[src/rtl/cus19_jtype_pc_sequencer.sv]
// rtl/cus19_jtype_pc_sequencer.sv - Custom-19 PC sequencer: JUMP/CALL/RET with a return-address stack.
// Optional stack-fault trap is enabled by defining CUS19_RAS_TRAP_EN.
module cus19_jtype_pc_sequencer #(
  parameter int PC_Width    = 11,
  parameter int Instr_Width = 19,
  parameter int Stack_Depth = 8,
  parameter logic [PC_Width-1:0] TRAP_VEC = 11'h7F0
) (
  input  logic                               cus19_clk_in,
  input  logic                               cus19_rst_in,
  input  logic [Instr_Width-1:0]             instr_in,
  input  logic                               instr_valid_in,
  input  logic                               stall_in,
  input  logic                               fault_clr_in,
  output logic [PC_Width-1:0]                pc_out,
  output logic                               jump_taken_out,
  output logic [PC_Width-1:0]                ret_addr_out,
  output logic [$clog2(Stack_Depth+1)-1:0]   sp_out,
  output logic                               stack_full_out,
  output logic                               stack_empty_out,
  output logic                               fault_out
);

  localparam int SP_W = $clog2(Stack_Depth+1);

`ifdef CUS19_RAS_TRAP_EN
  localparam bit TrapEn = 1'b1;
`else
  localparam bit TrapEn = 1'b0;
`endif

  typedef enum logic {
    ST_RUN   = 1'b0,
    ST_FAULT = 1'b1
  } state_t;

  localparam logic [1:0] SUB_JUMP = 2'b00;
  localparam logic [1:0] SUB_CALL = 2'b01;
  localparam logic [1:0] SUB_RET  = 2'b10;

  state_t                state_q, state_d;
  logic [PC_Width-1:0]   pc_q, pc_d;
  logic [SP_W-1:0]       sp_q, sp_d;
  logic                  jump_q, jump_d;
  logic [PC_Width-1:0]   ras_q [Stack_Depth];
  logic [PC_Width-1:0]   ras_d [Stack_Depth];

  logic                  accept;
  logic                  is_j;
  logic [1:0]            sub;
  logic [PC_Width-1:0]   target;
  logic [PC_Width-1:0]   pc_inc;
  logic [PC_Width-1:0]   top;
  logic                  full;
  logic                  empty;
  logic                  push_en;
  logic                  trap_hit;

  assign is_j   = (instr_in[2:0] == 3'b010) && (instr_in[18:16] == 3'b000);
  assign sub    = instr_in[4:3];
  assign target = instr_in[5 +: PC_Width];
  assign accept = instr_valid_in && !stall_in && (state_q == ST_RUN);
  assign pc_inc = pc_q + PC_Width'(1);
  assign full   = (sp_q == SP_W'(Stack_Depth));
  assign empty  = (sp_q == '0);

  // Top-of-stack read; an empty stack reads as zero.
  always_comb begin
    top = '0;
    for (int i = 0; i < Stack_Depth; i++) begin
      if (sp_q == SP_W'(i + 1)) top = ras_q[i];
    end
  end

  always_comb begin
    state_d  = state_q;
    pc_d     = pc_q;
    sp_d     = sp_q;
    jump_d   = 1'b0;
    push_en  = 1'b0;
    trap_hit = 1'b0;

    case (state_q)
      ST_RUN: begin
        if (accept) begin
          if (is_j) begin
            case (sub)
              SUB_JUMP: begin
                pc_d   = target;
                jump_d = 1'b1;
              end
              SUB_CALL: begin
                if (full && TrapEn) begin
                  trap_hit = 1'b1;
                end else begin
                  pc_d   = target;
                  jump_d = 1'b1;
                  if (!full) begin
                    push_en = 1'b1;
                    sp_d    = sp_q + SP_W'(1);
                  end
                end
              end
              SUB_RET: begin
                if (empty) begin
                  if (TrapEn) trap_hit = 1'b1;
                  else        pc_d     = pc_inc;
                end else begin
                  pc_d   = top;
                  sp_d   = sp_q - SP_W'(1);
                  jump_d = 1'b1;
                end
              end
              default: pc_d = pc_inc;
            endcase
          end else begin
            pc_d = pc_inc;
          end
        end
        if (trap_hit) begin
          pc_d    = TRAP_VEC;
          jump_d  = 1'b1;
          state_d = ST_FAULT;
        end
      end
      ST_FAULT: begin
        if (fault_clr_in) state_d = ST_RUN;
      end
      default: state_d = ST_RUN;
    endcase
  end

  always_comb begin
    for (int i = 0; i < Stack_Depth; i++) begin
      ras_d[i] = ras_q[i];
      if (push_en && (sp_q == SP_W'(i))) ras_d[i] = pc_inc;
    end
  end

  always_ff @(posedge cus19_clk_in or posedge cus19_rst_in) begin
    if (cus19_rst_in) begin
      state_q <= ST_RUN;
      pc_q    <= '0;
      sp_q    <= '0;
      jump_q  <= 1'b0;
      for (int i = 0; i < Stack_Depth; i++) ras_q[i] <= '0;
    end else begin
      state_q <= state_d;
      pc_q    <= pc_d;
      sp_q    <= sp_d;
      jump_q  <= jump_d;
      for (int i = 0; i < Stack_Depth; i++) ras_q[i] <= ras_d[i];
    end
  end

  assign pc_out          = pc_q;
  assign jump_taken_out  = jump_q;
  assign ret_addr_out    = top;
  assign sp_out          = sp_q;
  assign stack_full_out  = full;
  assign stack_empty_out = empty;

`ifdef CUS19_RAS_TRAP_EN
  assign fault_out = (state_q == ST_FAULT);
`else
  assign fault_out = 1'b0;
`endif

endmodule

[config.mk]
export PLATFORM = sky130hd
export DESIGN_NAME = cus19_jtype_pc_sequencer
export DESIGN_NICKNAME = d
export VERILOG_FILES = /design/src/rtl/cus19_jtype_pc_sequencer.sv
export SDC_FILE = /design/constraint.sdc
export NUM_CORES = 1
export LEC_CHECK = 0
export ABC_AREA = 1
export CAP_MARGIN = 20
export CORE_MARGIN = 2
export CORE_UTILIZATION = 54
export CTS_BUF_LIST = sky130_fd_sc_hd__clkbuf_8 sky130_fd_sc_hd__clkbuf_16
export DETAILED_ROUTE_END_ITERATION = 8
export PLACE_DENSITY_LB_ADDON = 0.2
export SLEW_MARGIN = 20
export SYNTH_ARGS = -nofsm -noshare
export SYNTH_HDL_FRONTEND = slang
export SYNTH_SLANG_ARGS = --single-unit
export TNS_END_PERCENT = 5
[constraint.sdc]
create_clock -name cus19_clk_in -period 7.2 [get_ports cus19_clk_in]
set_input_delay 0.72 -clock cus19_clk_in [delete_from_list [all_inputs] [get_ports cus19_clk_in]]
set_output_delay 0.72 -clock cus19_clk_in [all_outputs]
set_load 0.1 [all_outputs]
Yosys cells after proc, flatten, opt, wreduce, memory -nomap -nowiden
Index checks and enable logic that the tools add are counted.

Divide/modulo/power cells: 0. Shift operators: 0. Reduce and logical (&&, ||, !) cells: 19. $lt $le $gt $ge: 0. $add $sub $neg: 3. Multipliers: 0. Equal/unequal tests: 13. Multiplexer cells: 26. Bitwise operators: 1.

Operator list (count): 2-to-1 mux 11 bit (10); case mux 11 bit (2 select lines) (1); == test 4 x 3 -> 1 bit, second input constant (4); adder 11 x 1 -> 11 bit, second input constant (1); logical AND 1 bit (11); 2-to-1 mux 1 bit (11); == test 4 x 2 -> 1 bit, second input constant (2); 2-to-1 mux 4 bit (2); case mux 4 bit (2 select lines) (1); AND reduction 6 bit (1); adder 4 x 1 -> 4 bit, second input constant (1); == test 4 x 1 -> 1 bit, second input constant (1); == test 4 bit, second input constant (1); zero test 4 bit (1); inequality test 2 bit, second input constant (2); subtractor 4 x 1 -> 4 bit, second input constant (1); == test 3 x 2 -> 1 bit, second input constant (1); zero test 3 bit (1); == test 2 x 1 -> 1 bit, second input constant (1); == test 2 bit, second input constant (1); zero test 2 bit (1); case mux 1 bit (2 select lines) (1); AND reduction 2 bit (1); nonzero test 2 bit (1); 3 further kinds (3).

RAM bits: 0. Bits in read-only memories: 0. Latch bits: 0. Word-level logic and storage cells: 74. Bits in registers: 105. Memories kept: 0. Output and inout bits: 30.

Depth between registers and ports, before layout
Gate-level depths: netlist (run 1).

Depth in word-level cells: 12. Depth in mapped cells: 17. Gate-level depth less buffers: 16.

Worst setup path before layout (run 1)
OpenSTA, ideal clock, no wires.

Kind: register to output. From: register sp_q[0], in the netlist sp_out[0]. To: output port ret_addr_out[0]. Path slack: 0.033 ns. Arrival time: 6.447 ns. Path buffers: 1. Stages on the path, launching flop included: 10. Cells stage by stage: dfrtp_1 -> inv_1 -> ha_1 -> inv_1 -> nor3_1 -> inv_1 -> clkbuf_1 -> nand2_1 -> inv_1 -> a21boi_0.

Elaborated cells on any way between the ends: 16.

RTL lines: start, declared (RTL line 43) `logic [SP_W-1:0] sp_q, sp_d;`; start signal, assigned (RTL line 150) `sp_q <= sp_d;`; == test 4 bit; via stack_full_out (RTL line 19) `output logic stack_full_out,`; 2-to-1 mux 11 bit (RTL line 71) `if (sp_q == SP_W'(i + 1)) top = ras_q[i];`; end, declared (RTL line 17) `output logic [PC_Width-1:0] ret_addr_out,`.

The timed path passes the listed nets, and every way through them passes these cells.

Worst setup path after layout (run 1)
From: register sp_q[0], in the netlist sp_out[0]. To: output port ret_addr_out[10].

Longest elaborated chain between the ends: 9. Elaborated cells on any way between the ends: 16.

Ends and longest elaborated chain (RTL line): == test 4 x 1 -> 1 bit (71); 2-to-1 mux 11 bit (7 in a row) (71); 2-to-1 mux 11 bit * (71).

Mark *: on every way between the ends. The rest lies on a longest branch, timed or not.

==> reports/metrics.yaml, run 1 <==
outcome: "completed"
whs_ns: 0.4890
setup_tns_ns: 0
finalCritPeriodShare: 0.6626
worst_pin_slew_ns: 1.195
cts_tree: "yes"
r2r_setup_slack_ns: 4.13
dieArea_um2: 11070
totalWireLength_mm: 14.09
fp-row-count: 36
ctsResizeCount: 0
syn-num-nets: 781
setup_ws_ns: 2.430
cp_data_arrival_time_ns: 4.05
cts_root_buffer: "clkbuf_8"
power.share.combinational: 0.304
worst_r2r_endpoint: "pc_out[10]"
pre_cts_ws_ns: 2.941
postCtsSetupBuffers: 0
synthDistinctLibCells: 29
fmax_ghz: 0.2096
setup_viol: 0
ioPinCount: 54
regToRegStartpoint: "pc_out[0]"
finalPower_mw: 1.476
io_buffers: 52
cpPeakStageDelay_ns: 1.19
synth_area_leaders: "dfrtp_1, nand2_1, o21ai_0"
core-area_um2: 9864
placed_area_um2: 6091
diodes: 0
grt_pass1_wl_mm: 23.47
yosys.area.top_type: "dfrtp_1"
final_util: 0.6398
antenna_found_initial: 0
overflow: 0
dr.pass1.iters: 5
drtIter0Drc: 373
gp_congestion: 0.8877
cp_num_buf_inv: 5
grt_max_degree: 72
cts_hold_buf: 0
endpoint_kind: "output port"
final_area_um2: 6311
p_switching_mw: 0.5959
slew-limit-headroom: 0.2009
place_hpwl_mm: 9.924
syn_area_um2: 5533
yosysSeqAreaShare: 0.4749
cp_slowest_cell: "clkdlybuf4s50_1"
cts-buffers-inserted: 9
required_ns: 6.48
worstPathMaxFanout: 22
drive_above_1_share: 0.05838
p_int_mw: 0.8797
worstSkewPairLatency_ns: 0.38
htree_levels: 3
hold_viol_final: 0
p_leak_nw: 3.107
period_needed_ns: 4.770
clockBufferDepth: 2
seq_area_um2: 2628
synth_warnings: 0
dp.cells: 905
first_global_vias: 4599
clock_sinks: 105
critPathTopFamily: "buffers and inverters"
sw_frac_of_total: 0.4038
critPathKind: "reg2out"
hold_path.class: "reg2reg"
power_frac_seq: 0.433
ys_ff_latch: 105
hold_end: "ras_q[3]"
final_net_count: 812
holdPathStages: 2
multi_input_area_um2: 2507
path_clk_slew_ns: 0.11
syn_inst: 752
fillers: 845
postRouteAntennaNets: 0
synth_top_cell_area_share: 0.4749
die_w_um: 105.2
start_util: 0.5609
grt_usage: 0.2719
drv_slew: 0
worst_path_most_repeated_cell: "inv_1"
min-delay-start: "ras_q[3]"
drcViolationCount: 0
clock_skew_ns: 0.01584
die_h_um: 105.2
power_density_nw_per_um2: 233.8
routed_via_density: 5.405
area_growth_pct: 14.07
crit_chain: "inv_1, ha_1, inv_1, nor3_1, inv_1, nand2_1, inv_1, a21boi_0, clkdlybuf4s50_1"
rr_worst_depth: 13
power.share.clock: 0.263
rsz0062_at_grt: "false"
cp-start-kind: "register"
peakVddDrop_v: 0.0001656
max-cap-violations: 0
instances_no_fill: 921
syn_area_per_cell_um2: 7.357
routedWlPerCell_um: 15.30
vias: 4978
## flip-flops by register name, summed over array words and instances, names as in the netlist
register / flops
sp_out: 4
ras_q: 88
state_q: 1
pc_out: 11
jump_taken_out: 1
## tightest hold or removal path, stage by stage (launching register included)
cell and delay [ns]:
dfrtp_1 0.35, nand2_1 0.05, o21ai_0 0.06
## power groups by stage
stage | Combinational, mW | Clock (mW) | Sequential [mW]
2_1_floorplan | 0.164 | 0 | 0.781
3_3_place_gp | 0.436 | 0 | 0.646
3_5_place_dp | 0.446 | 0 | 0.648
4_1_cts | 0.447 | 0.396 | 0.637
5_1_grt | 0.472 | 0.420 | 0.641
6_report | 0.449 | 0.388 | 0.638
## Yosys cell counts
| cell type | number |
|---|---|
| xnor2_1 | 1 |
| nor2_1 | 46 |
| or2_2 | 12 |
| a31oi_1 | 1 |
| nand4_1 | 1 |
| nor4_4 | 2 |
| nor3_1 | 3 |
| buf_2 | 15 |
| inv_1 | 67 |
| nand2_1 | 290 |
| or2_1 | 1 |
| o21ai_0 | 53 |
| dfrtp_1 | 105 |
| a211oi_1 | 3 |
| buf_4 | 1 |
| nand2_2 | 9 |
| o22ai_1 | 4 |
| a22oi_1 | 1 |
| o21ai_1 | 44 |
| clkbuf_1 | 19 |
| ha_1 | 5 |
| o211ai_1 | 1 |
| mux2_2 | 1 |
| a21oi_1 | 7 |
| a21boi_0 | 11 |
| nand3_1 | 38 |
| conb_1 | 1 |
| nor3_2 | 1 |
| xor2_1 | 9 |
## final cells by class
| cell class | count | share of cell area |
|---|---|---|
| sequential | 105 | 0.4163 |
| timing repair buffer | 55 | 0.08604 |
| clock buffer | 10 | 0.02181 |
| tap | 133 | 0.02637 |
| clock inverter | 6 | 0.01190 |
| multi-input combinational | 545 | 0.3973 |
| inverter | 67 | 0.04025 |
## per-layer routing
| metal | global-route usage | part of all wire | up-vias |
|---|---|---|---|
| met1 | 0.3823 | 0.44 | 2358 |
| met5 | 0 | 0 | - |
| met3 | 0.05009 | 0.065 | 29 |
| met4 | 0.1162 | 0.038 | 0 |
| li1 | - | - | 2425 |
| met2 | 0.4138 | 0.45 | 166 |
## kinds of logic (layout without fill, tap and decap cells)
family          Yosys count  count (layout)  synth area share
simple gates            403             403            0.3005
compound gates          125             125            0.1214
flops                   105             105            0.4749
buf+inv                 102             138           0.07327
xor+xnor                 10              10           0.01583
fa+ha+maj                 5               5           0.01131
other cells               1               1         0.0006778
mux                       1               1          0.002035
## layout by cell type (no fill, tap or decap)
master | Yosys | layout
a21boi_0 | 11 | 11
mux2_2 | 1 | 1
or2_1 | 1 | 1
nor3_1 | 3 | 3
nor4_4 | 2 | 2
nor3_2 | 1 | 1
inv_4 | 0 | 1
bufinv_16 | 0 | 1
nand3_1 | 38 | 38
dfrtp_1 | 105 | 105
o211ai_1 | 1 | 1
nand2_2 | 9 | 9
ha_1 | 5 | 5
conb_1 | 1 | 1
inv_1 | 67 | 66
inv_6 | 0 | 1
nand2_1 | 290 | 290
xnor2_2 | 0 | 1
nand4_1 | 1 | 1
a22oi_1 | 1 | 1
o21ai_0 | 53 | 53
a211oi_1 | 3 | 3
clkinv_4 | 0 | 2
a21oi_1 | 7 | 7
or2_2 | 12 | 12
a31oi_1 | 1 | 1
clkdlybuf4s50_1 | 0 | 52
o22ai_1 | 4 | 4
buf_4 | 1 | 3
clkbuf_8 | 0 | 10
o21ai_1 | 44 | 44
clkinvlp_4 | 0 | 1
xor2_1 | 9 | 9
inv_8 | 0 | 1
nor2_1 | 46 | 46
## worst max-delay path by stage
stage	startpoint	end	slack, ns	cells past startpoint
after floorplan	sp_out[0]	ret_addr_out[0]	0.03	9
after CTS	sp_out[0]	ret_addr_out[10]	2.50	9
after detailed placement	sp_out[0]	ret_addr_out[10]	2.94	9
final	sp_out[0]	ret_addr_out[10]	2.43	9
after global routing	sp_out[0]	ret_addr_out[1]	2.22	9
after global placement	sp_out[1]	ret_addr_out[10]	3.06	9
Power figures use the tool's default switching activity.
==> inputs of run 2 (changes only) <==
Clock period 7.2 ns to 4.9 ns, I/O delays scaled along.
==> run 2 against run 1 <==
  * Sequential share of layout area increased by 0.21 points
  * Sequential power increased by 47%
  * Non-clock buffer count decreased by 1
  * Clock power increased by 45%
  * Register-to-register slack got worse by 2.3 ns
  * Count of clock-buffer cells in the layout unchanged
  * Power increased by 46%
  * Global-route usage increased by 0.56 points
  * Core utilization decreased by 0.32 points
  * Critical endpoint is now ret_addr_out[1]
==> reports/metrics.yaml, run 2 (synthesized netlist as in run 1, its figures left out) <==
max-cap-violations: 0  # unchanged
cts-buffers-inserted: 9  # unchanged
worst_path_most_repeated_cell: "nand2_1"
critPathKind: "reg2out"
antenna_found_initial: 0  # unchanged
overflow: 0  # unchanged
layout_common_cells: "nand2_1, dfrtp_1, inv_1, o21ai_0, nor2_1"
routed_via_density: 5.358  # -0.87%
outcome: "completed"
period_needed_ns: 3.583
cp_num_buf_inv: 3  # -2
placed_area_um2: 6065  # -0.43%
cp_data_arrival_time_ns: 3.09  # -0.96 ns
fp-row-count: 36  # unchanged
dr.pass1.iters: 5  # unchanged
drv_slew: 0  # unchanged
cp_slowest_cell: "nor2_1"
routedWlPerCell_um: 15.67  # +2.4%
drtIter0Drc: 370  # -0.80%
rsz0062_at_grt: "false"
setup_viol: 0  # unchanged
final_area_um2: 6280  # -0.50%
core-area_um2: 9864  # unchanged
cpPeakStageDelay_ns: 0.60  # -0.59 ns
htree_levels: 3  # unchanged
totalWireLength_mm: 14.40  # +2.2%
cts_root_buffer: "clkbuf_8"
instances_no_fill: 919  # -0.22%
power.share.clock: 0.261  # -0.002
worstPathMaxFanout: 12  # -45%
grt_pass1_wl_mm: 23.90  # +1.8%
finalCritPeriodShare: 0.7313
vias: 4924  # -1.1%
p_leak_nw: 3.126  # +0.59%
diodes: 0  # unchanged
first_global_vias: 4629  # +0.65%
io_buffers: 52  # unchanged
finalPower_mw: 2.152  # +46%
final_common_cell: "nand2_1"
power.share.combinational: 0.303  # about the same
critPathTopFamily: "simple AND/OR/NAND/NOR gates"
grt_max_degree: 67  # -6.9%
fmax_ghz: 0.2791
slew-limit-headroom: 0.2807  # +0.07985
p_int_mw: 1.278  # +45%
worst_pin_slew_ns: 1.071  # -0.1234 ns
power_frac_seq: 0.436  # +0.003
gp_congestion: 0.9016  # +1.6%
postCtsSetupBuffers: 0  # unchanged
ctsResizeCount: 0  # unchanged
power_density_nw_per_um2: 342.6  # +47%
ioPinCount: 54  # unchanged
postRouteAntennaNets: 0  # unchanged
fillers: 840  # -0.59%
cts_tree: "yes"
peakVddDrop_v: 0.0002355  # +42%
dp.cells: 904  # -0.11%
sw_frac_of_total: 0.4062  # +0.002340
grt_usage: 0.2775  # +0.005583
final_net_count: 811  # -0.12%
die_h_um: 105.2  # unchanged
p_switching_mw: 0.8739  # +47%
crit_chain: "inv_1, ha_1, inv_1, nor2_1, nand2_1, nand2_1, nand2_1, nand3_1, nand2_1, nand2_1, nand2_1, a21boi_1, buf_4"
place_hpwl_mm: 9.940  # +0.16%
hold_path.class: "reg2reg"
path_clk_slew_ns: 0.10  # about the same
die_w_um: 105.2  # unchanged
required_ns: 4.41  # -2.07 ns
pre_cts_ws_ns: 1.582  # -1.359 ns
clock_skew_ns: 0.01449  # -0.001346 ns
seq_area_um2: 2628  # unchanged
hold_viol_final: 0  # unchanged
worstSkewPairLatency_ns: 0.39  # about the same
cts_hold_buf: 0  # unchanged
drive_above_1_share: 0.07379  # +0.01542
multi_input_area_um2: 2524  # +0.65%
start_util: 0.5609  # unchanged
final_util: 0.6366  # -0.003171
dieArea_um2: 11070  # unchanged
cp-start-kind: "register"
area_growth_pct: 13.50
clockBufferDepth: 2  # unchanged
endpoint_kind: "output port"
largest_reg_flops: 88  # unchanged
clock_sinks: 105  # unchanged
largest_register: "ras_q"
setup_ws_ns: 1.317  # -1.113 ns
drcViolationCount: 0  # unchanged
==> run 2: changes by cell type in the layout (fill, tap and decap cells not counted), sizes merged <==
cell / previous run / this run
buf: 3 / 13
clkinv: 2 / 0
clkdlybuf4s50: 52 / 41
clkinvlp: 1 / 2
==> run 2: worst paths after layout <==
path	startpoint	end	slack, ns	depth (start not counted)
hold reg to reg	ras_q[1]	ras_q[1]	0.49	2
hold / removal	ras_q[1]	ras_q[1]	0.49	2
setup / recovery	sp_out[0]	ret_addr_out[1]	1.32	13
setup reg to reg	pc_out[0]	pc_out[10]	1.85	13
min in group asynchronous	cus19_rst_in	ras_q[58]	0.60	2
max in group asynchronous	cus19_rst_in	pc_out[5]	3.25	3
==> run 2: area by class of cell <==
cell class,instances,area share
clock buffer,10,0.02192
clock inverter,5,0.009962
inverter,67,0.04045
multi-input combinational,545,0.4019
sequential,105,0.4184
tap,133,0.02650
timing repair buffer,54,0.08089
==> run 2: stage by stage <==
step	hold slack (ns)	TNS (ns)
3_5_place_dp	0.4653	0
2_1_floorplan	0.4457	-2.333
5_1_grt	0.5130	0
4_1_cts	0.4901	0
3_3_place_gp	0.4594	0
6_report	0.4907	0
==> run 2: worst min-delay path, delay by kind of cell, from the launching register on <==
family             cells  cell delay [ns]
DFF                    1             0.35
and+or+nand+nor        1             0.05
AOI/OAI and AO/OA      1             0.06
==> run 2: routing by layer <==
metal  GRT usage  up-vias  share of wire
li1            -     2412              -
met3     0.06926       16          0.059
met1      0.3858     2337           0.46
met5           0        -              0
met4     0.07619        0          0.012
met2      0.4341      159           0.47
==> run 2: power by group through the flow <==
stage | logic [mW] | registers (mW) | clock network [mW]
CTS | 0.649 | 0.936 | 0.569
finish | 0.653 | 0.938 | 0.561
detailed placement | 0.645 | 0.953 | 0
global route | 0.684 | 0.943 | 0.603
floorplan | 0.243 | 1.15 | 0
global placement | 0.643 | 0.951 | 0
